$ cat config.mk
export PLATFORM = sky130hd
export DESIGN_NAME = onehot_scan_encoder
export DESIGN_NICKNAME = d
export VERILOG_FILES = /design/src/rtl/onehot_scan_encoder.sv
export SDC_FILE = /design/constraint.sdc
export NUM_CORES = 1
export LEC_CHECK = 0
export ABC_AREA = 1
export BUFFER_PORTS_ARGS = -buffer_cell sky130_fd_sc_hd__buf_2
export CAP_MARGIN = 20
export CORE_MARGIN = 5
export CORE_UTILIZATION = 59
export CTS_CLUSTER_DIAMETER = 120
export DETAILED_ROUTE_END_ITERATION = 6
export GPL_TIMING_DRIVEN = 0
export PLACE_DENSITY = 0.9
export SKIP_CTS_REPAIR_TIMING = 1
export SLEW_MARGIN = 10
export SYNTH_ARGS = -nofsm -noshare
export SYNTH_HDL_FRONTEND = slang
export SYNTH_SLANG_ARGS = --single-unit
$ cat constraint.sdc
create_clock -name clk_i -period 3.52 [get_ports clk_i]
set_input_delay 0.176 -clock clk_i [delete_from_list [all_inputs] [get_ports clk_i]]
set_output_delay 0.176 -clock clk_i [all_outputs]
set_load 0.01 [all_outputs]
$ cat src/rtl/onehot_scan_encoder.sv
// Walks a 32-bit mask and returns the index of each set bit, one per output handshake.
// Scan order is selectable; all outputs are driven from registered state.
module onehot_scan_encoder #(
    parameter bit MSB_FIRST = 1'b0
) (
    input  logic        clk_i,
    input  logic        rst_ni,
    input  logic        flush_i,
    input  logic [31:0] vec_i,
    input  logic        vec_valid_i,
    output logic        vec_ready_o,
    output logic [4:0]  idx_o,
    output logic        idx_valid_o,
    input  logic        idx_ready_i,
    output logic        last_o,
    output logic        zero_o,
    output logic [5:0]  cnt_o
);

    typedef enum logic {IDLE, SCAN} state_t;

    state_t      r_state;
    logic [31:0] r_pending;
    logic [4:0]  r_idx;
    logic [5:0]  r_cnt;
    logic        r_last;
    logic        r_zero;

    logic [31:0] w_pend_clr;
    logic [5:0]  w_vec_cnt;
    logic [4:0]  w_vec_idx;
    logic [4:0]  w_next_idx;

    // Later matches overwrite earlier ones, so the loop direction picks the scan order.
    function automatic logic [4:0] find_idx(input logic [31:0] v);
        logic [4:0] idx;
        idx = '0;
        if (MSB_FIRST) begin
            for (int i = 0; i < 32; i++) begin
                if (v[i]) idx = 5'(i);
            end
        end else begin
            for (int i = 31; i >= 0; i--) begin
                if (v[i]) idx = 5'(i);
            end
        end
        return idx;
    endfunction

    function automatic logic [5:0] popcount(input logic [31:0] v);
        logic [5:0] c;
        c = '0;
        for (int i = 0; i < 32; i++) begin
            c = c + 6'(v[i]);
        end
        return c;
    endfunction

    always_comb begin
        w_pend_clr = r_pending & ~(32'd1 << r_idx);
        w_vec_cnt  = popcount(vec_i);
        w_vec_idx  = find_idx(vec_i);
        w_next_idx = find_idx(w_pend_clr);
    end

    always_ff @(posedge clk_i or negedge rst_ni) begin
        if (!rst_ni) begin
            r_state   <= IDLE;
            r_pending <= '0;
            r_idx     <= '0;
            r_cnt     <= '0;
            r_last    <= 1'b0;
            r_zero    <= 1'b0;
        end else if (flush_i) begin
            r_state   <= IDLE;
            r_pending <= '0;
            r_idx     <= '0;
            r_cnt     <= '0;
            r_last    <= 1'b0;
            r_zero    <= 1'b0;
        end else begin
            r_zero <= 1'b0;
            if (r_state == IDLE) begin
                if (vec_valid_i) begin
                    if (vec_i != 32'd0) begin
                        r_state   <= SCAN;
                        r_pending <= vec_i;
                        r_cnt     <= w_vec_cnt;
                        r_idx     <= w_vec_idx;
                        r_last    <= (w_vec_cnt == 6'd1);
                    end else begin
                        r_zero <= 1'b1;
                    end
                end
            end else if (idx_ready_i) begin
                if (r_last) begin
                    r_state   <= IDLE;
                    r_pending <= '0;
                    r_idx     <= '0;
                    r_cnt     <= '0;
                    r_last    <= 1'b0;
                end else begin
                    r_pending <= w_pend_clr;
                    r_cnt     <= r_cnt - 6'd1;
                    r_idx     <= w_next_idx;
                    r_last    <= (r_cnt == 6'd2);
                end
            end
        end
    end

    assign vec_ready_o = (r_state == IDLE);
    assign idx_valid_o = (r_state == SCAN);
    assign idx_o       = r_idx;
    assign last_o      = r_last;
    assign zero_o      = r_zero;
    assign cnt_o       = r_cnt;

endmodule

==> metrics.md <==
| Metric | Value |
|---|---|
| Outcome | `finished, violations left` |
| Failing checks | `setup timing` |
| CP Class | `in2reg` |
| Drt drc | `0` |
| Reg2Reg Setup Slack | `between 0.4 and 0.5 ns` |
| Final Hold Viols | `0` |
| RSZ-0062 raised after global routing | `yes` |
| Worst-Margin Slew | `roughly 0.56 ns` |
| Maximum net fanout on the critical path | `2` |
| CTS tree | `yes` |
| Worst Hold Launch | `vec_valid_i` |
| Crit end category | `register` |
| Relative slew slack | `0.627` |
| Skew final | `0.0113 ns` |
| Warnings, synthesis | `0` |
| Share of total power in the clock network | `0.083` |
| Worst Hold Class | `in2reg` |
| Switching pwr | `0.00219 W` |
| Worst-case clock buffer depth | `2` |
| Synth cell count leaders | `205 x nand2_1, 75 x inv_1, 46 x dfrtp_1` |
| Post-place setup slack | `-1.54 ns` |
| Die Ht | `about 93 um` |
| Dpl hpwl | `roughly 9800 um` |
| Final Cycle Share | `1.32` |
| Max VDD drop | `about 1.3 mV` |
| Post-DR vias/cell | `roughly 6` |
| Die Wd | `between 90 and 100 um` |
| Row cnt | `30` |
| Cell taking the most area after synthesis | `dfrtp_1` |
| Post-synth top flop | `dfrtp_1` |
| Layout cells sized above 1 | `0.167` |
| P_leak | `2.45 nW` |
| Drt initial violations | `571` |
| Initial antenna violation count | `0` |
| Cell Pwr Density | `about 890 mW/mm^2` |
| Synth Cell Area | `0.00406 mm^2` |
| Grt total ovfl | `0` |
| Worst EP arrival | `between 4 and 5 ns` |
| Worst Setup Slack, final | `-1.14 ns` |
| Io pins | `52` |
| Number of H-tree levels | `2` |
| Final setup violation count | `7` |
| Vias after detailed routing | `about 4400` |
| Clock transition at path regs | `around 0.090 ns` |
| Routability Congestion | `1.07` |
| ANT cells | `0` |
| Worst setup path end | `last_o` |
| GRT Util Overall | `0.295` |
| Remaining antenna violation count | `0` |
| 1st-pass router iterations | `6` |
| Final min period | `around 4.7 ns` |
| Critical R2R Capture | `idx_o[0]` |
| Register area share after synthesis | `0.284` |
| Seq pwr share | `0.203` |
| Worst skew pair latency | `just over 0.3 ns` |
| Startpoint Class | `input port` |
| Post-synthesis area per instance | `around 7 um^2` |
| Post-synth EDFFs | `0` |
| Yosys top cell area share | `0.284` |
| Core Area | `between 0.006 and 0.007 mm^2` |
| Worst setup startpoint | `vec_i[17]` |
| Post-synth cell types | `just over 40` |
| Slew Viols, Final | `0` |
| Crit Reg-Reg Startpoint | `idx_o[0]` |
| Initial Util | `0.600` |
| Syn-to-layout area delta | `14.7%` |
| Number of global-route vias before repair | `around 4200` |
| Final wirelength | `around 12000 um` |
| Data required, critical path | `roughly 3.8 ns` |
| Combinational share of power | `0.713` |
| Largest net degree at the start of global routing | `47` |
| Flops & latches, synth | `46` |
| Max_cap viols | `0` |
| Power Internal | `approximately 0.0020 W` |
| Async set or reset register ratio after synthesis | `1.00` |
| Final nets | `between 700 and 800` |
| Cts bufs inserted | `5` |
| Clock Tree Root | `clkbuf_8` |
| Clk sinks | `46` |
| Total power | `~0.0041 W` |
| IO buf count | `approximately 50` |
| Net Count, Synth | `about 650` |
| Gate Count Post-Synth | `around 580` |
| Most frequent cell after synthesis | `nand2_1` |
| Max Clk Rate | `about 210 MHz` |
| Routed wire per std cell | `17.2 um` |
| Switching Share | `0.528` |
| Largest cells by area after synthesis | `dfrtp_1 28%, nand2_1 19%, fa_1 12%, inv_1 6.9%, o22ai_1 4.9%` |
| Die area | `0.00863 mm^2` |
| First-pass GRT wire length | `20000 um` |
| Worst R2R Path Depth | `35` |
-- worst max-delay path, cell delays in order --
cell and delay [ns]:
buf_8 0.10, fa_1 0.52, inv_1 0.05, fa_1 0.49, inv_2 0.04, fa_1 0.50
inv_2 0.05, fa_1 0.49, fa_1 0.46, fa_1 0.55, inv_2 0.05, ha_4 0.15
fa_2 0.36, a21oi_2 0.16, o21ai_2 0.07, xor2_1 0.20, nand2_1 0.10, o32ai_2 0.21
nand2_1 0.10, o21ai_2 0.06
-- cells by family after synthesis --
group,count (synthesis),synth area share
buf+inv,102,0.107
flops,46,0.284
compound gates,113,0.166
fa+ha+maj,34,0.149
xor+xnor,4,0.00864
simple gates,282,0.286
-- placed cells by master, fill, tap and decap left out, types with 2 or more instances in the layout --
cell type	netlist	routed
o21ai_1	6	8
ha_1	10	9
xor2_1	2	2
a21oi_1	15	13
a31oi_1	4	4
o31ai_1	2	2
nor4_1	6	6
nor2_1	29	28
buf_4	1	6
nand2_1	205	205
inv_2	6	11
nor3_1	5	5
buf_8	1	2
nor2_2	4	4
clkbuf_1	14	15
clkbuf_8	2	8
inv_4	0	2
a21oi_2	1	3
a22oi_1	4	4
fa_1	24	23
inv_1	75	68
buf_6	1	4
nand4_1	5	5
o22ai_1	32	31
nor2_4	1	2
nand3_1	23	23
buf_2	0	46
o21ai_2	6	9
dfrtp_1	46	46
o21ai_0	37	32
xnor2_1	2	2
-- worst min-delay path by stage --
| stage | slack, ns | endpoint | cells after the start |
|---|---|---|---|
| after floorplan | -0.12 | cnt_o[0] | 0 |
| after global placement | 0.40 | r_pending[27] | 1 |
| after detailed placement | 0.41 | r_pending[27] | 1 |
| after CTS | 0.08 | r_pending[27] | 1 |
| after global routing | 0.14 | zero_o | 3 |
| final | 0.13 | zero_o | 3 |
-- state kept, by name, indices dropped and copies added, names as in the netlist --
register and count:
cnt_o 6, idx_o 5, idx_valid_o 1, last_o 1, r_pending 32, zero_o 1
-- layout make-up --
type,count,area [um^2]
multi-input cells,433,2530
fillers,573,2100
flip-flops and latches,46,1150
repair buffers,57,347
inverters,82,313
plain buffers,20,125
well taps,80,100
clock buffers,7,86.3
clock inverters,1,5.00
-- stage by stage --
step                hold slack, ns  setup TNS [ns]  instance area, um^2   util  instances
floorplan                   -0.120           -4.81                 4080      -        581
global placement             0.399           -7.69                 4430  0.656        712
detailed placement           0.411           -8.10                 4430  0.656        712
CTS                         0.0798           -6.12                 4520  0.670        720
global route                 0.138           -6.80                 4650  0.689        726
finish                       0.129           -5.79                 4650  0.689        726
-- power by group through the flow --
stage,Sequential [W],Clock [W],Combinational (W)
global route,0.000860,0.000367,0.00329
detailed placement,0.000846,0,0.00273
CTS,0.000838,0.000343,0.00275
floorplan,0.000842,0,0.00196
global placement,0.000838,0,0.00257
finish,0.000842,0.000346,0.00296
-- layer usage --
| layer | up-vias | part of all wire | GRT usage |
|---|---|---|---|
| met2 | 288 | 0.47 | 0.481 |
| met3 | 62 | 0.093 | 0.0398 |
| met1 | 1983 | 0.39 | 0.393 |
| met5 | - | 0 | 0 |
| met4 | 0 | 0.048 | 0.126 |
| li1 | 2018 | - | - |
No activity file was read; power rests on OpenSTA's default activity.
